==> src/rtl/hazard_ctrl_unit.sv <==
// Hazard/forwarding controller: picks decode operand bypass sources and
// sequences load-use and branch stalls, counting every fetch-stall cycle.
module hazard_ctrl_unit #(
    parameter int REG_W          = 3,
    parameter int LOAD_PENALTY   = 1,
    parameter int BRANCH_PENALTY = 1,
    parameter int ZERO_REG       = 1,
    parameter int CNT_W          = 16
) (
    input  logic             clk,
    input  logic             reset,
    input  logic [REG_W-1:0] rs_a_d,
    input  logic [REG_W-1:0] rs_b_d,
    input  logic             use_a_d,
    input  logic             use_b_d,
    input  logic             branch_d,
    input  logic [REG_W-1:0] rd_e,
    input  logic             regwrite_e,
    input  logic             load_e,
    input  logic [REG_W-1:0] rd_m,
    input  logic             regwrite_m,
    input  logic [REG_W-1:0] rd_w,
    input  logic             regwrite_w,
    output logic [1:0]       fwd_a,
    output logic [1:0]       fwd_b,
    output logic             stall_f,
    output logic             stall_d,
    output logic             flush_d,
    output logic             flush_e,
    output logic             busy,
    output logic [CNT_W-1:0] stall_cnt
);

    typedef enum logic [1:0] {
        IDLE      = 2'b00,
        LOAD_WAIT = 2'b01,
        BR_WAIT   = 2'b10
    } state_t;

    state_t           state;
    logic [2:0]       cnt;
    logic [CNT_W-1:0] stall_q;

    logic a_e, a_m, a_w, b_e, b_m, b_w;
    logic lu_haz;

    function automatic logic src_match(input logic use_x, input logic [REG_W-1:0] rs,
                                       input logic wr, input logic [REG_W-1:0] rd);
        return use_x && wr && (rs == rd) && ((ZERO_REG == 0) || (rs != '0));
    endfunction

    // Newest producer wins; a load in E has no ALU result to bypass yet.
    function automatic logic [1:0] fwd_sel(input logic me, input logic mm,
                                           input logic mw, input logic ld);
        if (me && !ld)
            return 2'b11;
        else if (mm)
            return 2'b01;
        else if (mw)
            return 2'b10;
        else
            return 2'b00;
    endfunction

    assign a_e = src_match(use_a_d, rs_a_d, regwrite_e, rd_e);
    assign a_m = src_match(use_a_d, rs_a_d, regwrite_m, rd_m);
    assign a_w = src_match(use_a_d, rs_a_d, regwrite_w, rd_w);
    assign b_e = src_match(use_b_d, rs_b_d, regwrite_e, rd_e);
    assign b_m = src_match(use_b_d, rs_b_d, regwrite_m, rd_m);
    assign b_w = src_match(use_b_d, rs_b_d, regwrite_w, rd_w);

    assign lu_haz = load_e && (a_e || b_e);

    assign fwd_a     = reset ? 2'b00 : fwd_sel(a_e, a_m, a_w, load_e);
    assign fwd_b     = reset ? 2'b00 : fwd_sel(b_e, b_m, b_w, load_e);
    assign busy      = !reset && (state != IDLE);
    assign stall_cnt = reset ? '0 : stall_q;

    // The first stall cycle must be raised in the same cycle the hazard is seen,
    // so pipeline controls are decoded from the state and the live hazard terms.
    always_comb begin
        stall_f = 1'b0;
        stall_d = 1'b0;
        flush_d = 1'b0;
        flush_e = 1'b0;
        if (!reset) begin
            case (state)
                IDLE: begin
                    if (lu_haz) begin
                        stall_f = 1'b1;
                        stall_d = 1'b1;
                        flush_e = 1'b1;
                    end else if (branch_d) begin
                        stall_f = 1'b1;
                        flush_d = 1'b1;
                    end
                end
                LOAD_WAIT: begin
                    stall_f = 1'b1;
                    stall_d = 1'b1;
                    flush_e = 1'b1;
                end
                BR_WAIT: begin
                    stall_f = 1'b1;
                    flush_d = 1'b1;
                end
                default: ;
            endcase
        end
    end

    // The IDLE cycle that detects a hazard is its first bubble, so the wait
    // states only cover the remaining PENALTY-1 cycles.
    always_ff @(posedge clk) begin
        if (reset) begin
            state   <= IDLE;
            cnt     <= 3'd0;
            stall_q <= '0;
        end else begin
            if (stall_f && (stall_q != '1))
                stall_q <= stall_q + 1'b1;
            case (state)
                IDLE: begin
                    if (lu_haz) begin
                        if (LOAD_PENALTY > 1) begin
                            cnt   <= 3'(LOAD_PENALTY - 1);
                            state <= LOAD_WAIT;
                        end
                    end else if (branch_d) begin
                        if (BRANCH_PENALTY > 1) begin
                            cnt   <= 3'(BRANCH_PENALTY - 1);
                            state <= BR_WAIT;
                        end
                    end
                end
                LOAD_WAIT, BR_WAIT: begin
                    cnt <= cnt - 3'd1;
                    if (cnt <= 3'd1)
                        state <= IDLE;
                end
                default: begin
                    state <= IDLE;
                    cnt   <= 3'd0;
                end
            endcase
        end
    end

endmodule
==> config.mk <==
export PLATFORM = sky130hd
export DESIGN_NAME = hazard_ctrl_unit
export DESIGN_NICKNAME = d
export VERILOG_FILES = /design/src/rtl/hazard_ctrl_unit.sv
export SDC_FILE = /design/constraint.sdc
export NUM_CORES = 1
export LEC_CHECK = 0
export CAP_MARGIN = 10
export CORE_MARGIN = 2
export CORE_UTILIZATION = 49
export DETAILED_ROUTE_END_ITERATION = 10
export PLACE_DENSITY = 0.95
export SLEW_MARGIN = 20
export SYNTH_ARGS = -nofsm -noshare
export SYNTH_HDL_FRONTEND = slang
export SYNTH_SLANG_ARGS = --single-unit
export TNS_END_PERCENT = 20
==> constraint.sdc <==
create_clock -name clk -period 5.9 [get_ports clk]
set_input_delay 0.885 -clock clk [delete_from_list [all_inputs] [get_ports clk]]
set_output_delay 0.885 -clock clk [all_outputs]
set_load 0.01 [all_outputs]
==> results of run 1 <==
-- power breakdown --
group          internal [mW]  switching, mW  total, mW
registers              0.109        0.00169      0.111
logic                 0.0317         0.0285     0.0602
clock network         0.0377         0.0368     0.0744
total                  0.179         0.0670      0.246
-- worst max-delay path, stage by stage --
cell	delay [ns]
clkdlybuf4s50_1	0.61
or3b_1	0.38
a211o_1	0.30
a21oi_4	0.20
o21bai_4	0.18
a21oi_1	0.18
clkdlybuf4s50_1	0.54
-- routing by layer --
metal | routed length (um) | GRT usage [%] | vias up
li1 | - | - | 701
met2 | 1590 | 37.3 | 57
met5 | 0 | 0 | -
met4 | 53 | 9.30 | 0
met1 | 1470 | 24.1 | 649
met3 | 238 | 2.95 | 7
-- cell type report --
| cell class | count | area [um^2] |
|---|---|---|
| clock buffers | 4 | 36.3 |
| fillers | 224 | 858 |
| inverters | 3 | 11.3 |
| multi-input cells | 145 | 991 |
| flip-flops and latches | 16 | 320 |
| well taps | 31 | 38.8 |
| repair buffers | 48 | 478 |
-- placed cells by master (no fill, tap or decap), types with 2 or more instances in the layout --
| master | instances |
|---|---|
| a21oi_1 | 9 |
| xor2_1 | 8 |
| a211oi_1 | 6 |
| clkdlybuf4s50_1 | 47 |
| a2111oi_2 | 2 |
| xnor2_1 | 8 |
| nor3_1 | 5 |
| mux2_2 | 10 |
| a211o_1 | 2 |
| o31ai_1 | 3 |
| inv_1 | 3 |
| dfxtp_1 | 16 |
| nand2_1 | 13 |
| or3b_1 | 2 |
| clkbuf_4 | 3 |
| nand3_1 | 12 |
| nor2_1 | 20 |
| nor2b_1 | 18 |
| nand4_1 | 5 |
| mux2_1 | 4 |
| or3_1 | 2 |
-- final timing paths --
| check | start | to | slack [ns] | cells after the start |
|---|---|---|---|---|
| worst max-delay path | rs_b_d[0] | stall_f | 1.73 | 7 |
| worst min-delay path | stall_q[8]$_SDFFE_PP0P_ | stall_q[8]$_SDFFE_PP0P_ | 0.57 | 2 |
| worst max register to register | stall_q[0]$_SDFFE_PP0P_ | stall_q[1]$_SDFFE_PP0P_ | 3.77 | 6 |
| worst min register to register | stall_q[8]$_SDFFE_PP0P_ | stall_q[8]$_SDFFE_PP0P_ | 0.57 | 2 |
-- kinds of logic (layout without fill, tap and decap cells) --
family	after synthesis	count (layout)	synth area share [%]
AO/OA/AOI/OAI	31	31	18.2
adder cells (fa/ha/maj)	1	1	0.902
multiplexers	15	15	12.4
other	1	1	0.270
AND/OR/NAND/NOR	81	81	29.5
buffers and inverters	13	55	5.50
flip-flops	16	16	23.1
XOR/XNOR	16	16	10.1
==> run_results.csv, run 1 <==
group,metric,value,unit
run,cap_violations,0,
clock_network,cts_tree,"yes",
synthesis,synth_common_cells,"20 x nor2_1, 18 x nor2b_1, 16 x dfxtp_1",
timing,slew_viol_final,0,
timing,worst_slack,1.73,ns
timing,hold_violations,0,
timing,skew,0.00549,ns
run_status,status,"completed",
synthesis,async_flop_share,0,%
finish,largest_register_ffs,16,
synthesis,netlist_area,1390,um^2
die,die_x,57.2,um
synthesis,synth_most_common_cell,"nor2_1",
placement,dp_slack,1.75,ns
die,boundaryPins,49,
clock_network,clock_latency,0.30,ns
power,finalPower,0.246,mW
timing,layout_min_cycle_time,4.17,ns
synthesis,yosys.cell_types.count,40,
timing,finalCritPeriodShare,70.6,%
synthesis,synth_ff_type,"dfxtp_1",
routing,wl_per_cell,13.5,um
worst_setup_path,start_kind,"input pin",
global_routing,gr-total-overflow,0,
finish,fin_area,1880,um^2
synthesis,syn_inst,174,
finish,final_layout_size_suffix_gt1_share,10.6,%
timing,maxSlewHeadroom,61.2,%
routing,totalWireLength,3.34,mm
routing,via_per_inst,5.72,
synthesis,synth_area_leaders,"dfxtp_1 23%, mux2_2 8.1%, nor2b_1 8.1%, nor2_1 5.4%, xnor2_1 5.0%",
clock_network,clk_path_buf_depth,2,
timing,setup_viol,0,
timing,worstMarginPinSlew,0.579,ns
die,coreArea,2730,um^2
finish,top_regs,"stall_q: 16 flops",
global_routing,grt_use_total,20.7,%
power,powerDensity,131,nW/um^2
placement,placedCellCount,243,
power,leakagePower,0.645,nW
worst_setup_path,crit_required,5.02,ns
placement,placed_area,1840,um^2
clock_network,cts_hold_buf,0,
die,rows,19,
clock_network,htreeDepth,1,
min_path,hold_class,"reg -> reg",
worst_setup_path,crit_arrival,3.28,ns
worst_setup_path,worst-setup-path-type,"in -> out",
synthesis,synth_edf_count,0,
power,irDropWorstVdd,0.130,mV
worst_setup_path,crit_fanout,17,
routing,drt_iter0_markers,51,
die,dieArea,3270,um^2
synthesis,yosysSeqAreaShare,23.1,%
placement,numPortBuffers,47,
clock_network,cts_resized,0,
die,die_y,57.2,um
clock_network,clkSlewWorstSetupHoldPaths,0.10,ns
global_routing,grt_pass1_wl,5.51,mm
routing,vias,1414,
global_routing,grt_max_degree,40,
placement,gp_congestion,0.894,
clock_network,cts_buffers,3,
finish,utilization,68.6,%
clock_network,postCtsSetupBuffers,0,
clock_network,clockRootBuffer,"clkbuf_4",
placement,hpwl,2.55,mm
finish,nNetsFinal,242,
finish,regMostFlops,"stall_q",
clock_network,cts.sinks,16,
global_routing,antenna_found_initial,0,
synthesis,synth-seq-cells,16,
routing,drcViolationCount,0,
timing,max_freq,240,MHz
synthesis,synth_warnings,0,
routing,drtAntennaViolNets,0,
synthesis,syn_nets,199,
synthesis,synth_top_area_share,23.1,%
worst_setup_path,cp-end-kind,"output port",
finish,stdcell_count,247,
global_routing,grt_pass1_vias,1356,
finish,area_growth,35.2,%
synthesis,synth.avg_cell_area,7.97,um^2
synthesis,yosysTopAreaCell,"dfxtp_1",
timing,setup_tns,0,ns
finish,antennaDiodeCount,0,
routing,drt_first_pass_iters,4,
timing,whs,0.572,ns
timing,rsz0062_at_grt,"false",
die,initial_core_util,50.8,%
(Power assumes the default switching activity.)
==> run 2, diff against run 1 <==
--- a/config.mk
+++ b/config.mk
@@ -7,9 +7,9 @@
 export LEC_CHECK = 0
 export CAP_MARGIN = 10
 export CORE_MARGIN = 2
-export CORE_UTILIZATION = 49
+export CORE_UTILIZATION = 45
 export DETAILED_ROUTE_END_ITERATION = 10
-export PLACE_DENSITY = 0.95
+export PLACE_DENSITY = 0.9
 export SLEW_MARGIN = 20
 export SYNTH_ARGS = -nofsm -noshare
 export SYNTH_HDL_FRONTEND = slang
==> constraint.sdc (replaced) <==
create_clock -name clk -period 4.3 [get_ports clk]
set_input_delay 0.645 -clock clk [delete_from_list [all_inputs] [get_ports clk]]
set_output_delay 0.645 -clock clk [all_outputs]
set_load 0.01 [all_outputs]
==> run_results.csv, run 2 (synthesis gave the netlist of run 1 again) <==
group,metric,value,unit
timing,skew,0.000589,ns
routing,totalWireLength,3.46,mm
die,initial_core_util,46.2,%
finish,final_common_cell,"clkdlybuf4s50_1",
routing,vias,1412,
power,irDropWorstVdd,0.187,mV
placement,gp_congestion,0.826,
timing,setup_tns,0,ns
placement,numPortBuffers,47,
power,leakagePower,0.645,nW
run_status,status,"completed",
finish,antennaDiodeCount,0,
worst_setup_path,start_kind,"input pin",
die,coreArea,3000,um^2
global_routing,grt_use_total,19.7,%
min_path,hold_depth,2,
min_path,hold_class,"reg -> reg",
timing,whs,0.572,ns
global_routing,grt_max_degree,23,
power,p_int,0.245,mW
timing,rsz0062_at_grt,"false",
global_routing,antenna_found_initial,0,
global_routing,gr-total-overflow,0,
finish,top_regs,"stall_q: 16 flops",
routing,wl_per_cell,13.9,um
finish,final_layout_size_suffix_gt1_share,10.6,%
finish,area_growth,35.3,%
timing,maxSlewHeadroom,52.3,%
finish,largest_register_ffs,16,
global_routing,grt_pass1_vias,1286,
worst_setup_path,crit_arrival,3.06,ns
routing,drcViolationCount,0,
placement,hpwl,2.58,mm
finish,regMostFlops,"stall_q",
power,p_sw_share,27.6,%
power,p_comb_share,24.4,%
run,cap_violations,0,
timing,max_freq,270,MHz
global_routing,grt_pass1_wl,5.38,mm
worst_setup_path,worst-setup-path-type,"in -> out",
worst_setup_path,crit_fanout,17,
power,pwr-share-clk,30.5,%
die,dieArea,3540,um^2
clock_network,clockRootBuffer,"clkbuf_4",
timing,slew_viol_final,0,
routing,drtAntennaViolNets,0,
finish,n_fill_cell,271,
timing,worstMarginPinSlew,0.713,ns
timing,hold_violations,0,
clock_network,cts.sinks,16,
clock_network,cts_tree,"yes",
die,rows,20,
routing,drt_iter0_markers,48,
clock_network,clk_path_buf_depth,2,
worst_setup_path,cp-end-kind,"output port",
routing,via_per_inst,5.67,
timing,layout_min_cycle_time,3.71,ns
finish,nNetsFinal,242,
clock_network,cts_resized,0,
die,boundaryPins,49,
clock_network,htreeDepth,1,
clock_network,cts_hold_buf,0,
timing,setup_viol,0,
power,power.share.sequential,45.1,%
finish,layout_common_cells,"47 x clkdlybuf4s50_1, 20 x nor2_1, 18 x nor2b_1",
timing,finalCritPeriodShare,86.2,%
clock_network,clkSlewWorstSetupHoldPaths,0.10,ns
clock_network,postCtsSetupBuffers,0,
worst_setup_path,rr_worst_depth,6,
worst_setup_path,crit_required,3.65,ns
clock_network,clock_latency,0.30,ns
clock_network,cts_buffers,3,
power,switching_power,0.0936,mW
power,powerDensity,180,nW/um^2
routing,drt_first_pass_iters,4,
die,die_y,59.5,um
die,die_x,59.5,um
[run 2: critical path, cell delays in order]
cell,delay [ns]
clkdlybuf4s50_1,0.60
or3b_1,0.38
a211o_1,0.27
a21oi_2,0.23
o21bai_4,0.18
a21oi_1,0.20
clkdlybuf4s50_1,0.55
[run 2: final timing paths]
check / startpoint / endpoint / slack (ns)
hold / removal: stall_q[8]$_SDFFE_PP0P_ / stall_q[8]$_SDFFE_PP0P_ / 0.57
setup / recovery: rs_a_d[0] / stall_f / 0.59
hold reg to reg: stall_q[8]$_SDFFE_PP0P_ / stall_q[8]$_SDFFE_PP0P_ / 0.57
setup reg to reg: stall_q[0]$_SDFFE_PP0P_ / stall_q[3]$_SDFFE_PP0P_ / 2.09
[run 2: power groups by stage]
stage | registers, mW | clock network (mW) | logic [mW]
5_1_grt | 0.153 | 0.110 | 0.0898
4_1_cts | 0.153 | 0.107 | 0.0828
6_report | 0.153 | 0.103 | 0.0827
3_3_place_gp | 0.156 | 0 | 0.0805
3_5_place_dp | 0.156 | 0 | 0.0821
2_1_floorplan | 0.155 | 0 | 0.0448
[run 2: cell type report]
class / instances / area [um^2] / area share, %
multi-input cells: 145 / 991 / 52.8
repair buffers: 48 / 478 / 25.4
flip-flops and latches: 16 / 320 / 17.1
well taps: 33 / 41.3 / 2.20
clock buffers: 4 / 36.3 / 1.93
inverters: 3 / 11.3 / 0.600
[run 2: through the flow]
stage / cells / util (%) / setup slack [ns] / total power, mW / instance area, um^2
6_report: 249 / 62.5 / 0.592 / 0.339 / 1880
3_3_place_gp: 245 / 61.3 / 0.664 / 0.236 / 1840
5_1_grt: 249 / 62.5 / 0.484 / 0.353 / 1880
2_1_floorplan: 174 / - / 1.43 / 0.200 / 1390
4_1_cts: 249 / 62.5 / 0.575 / 0.342 / 1880
3_5_place_dp: 245 / 61.3 / 0.572 / 0.238 / 1840
[run 2: routing by layer]
layer  track usage (%)  part of all wire (%)  vias to the layer above
li1                  -                     -                      707
met3              2.18                   7.3                        9
met2              35.6                    48                       55
met5                 0                     0                        -
met1              23.7                    43                      641
met4              6.98                   1.5                        0
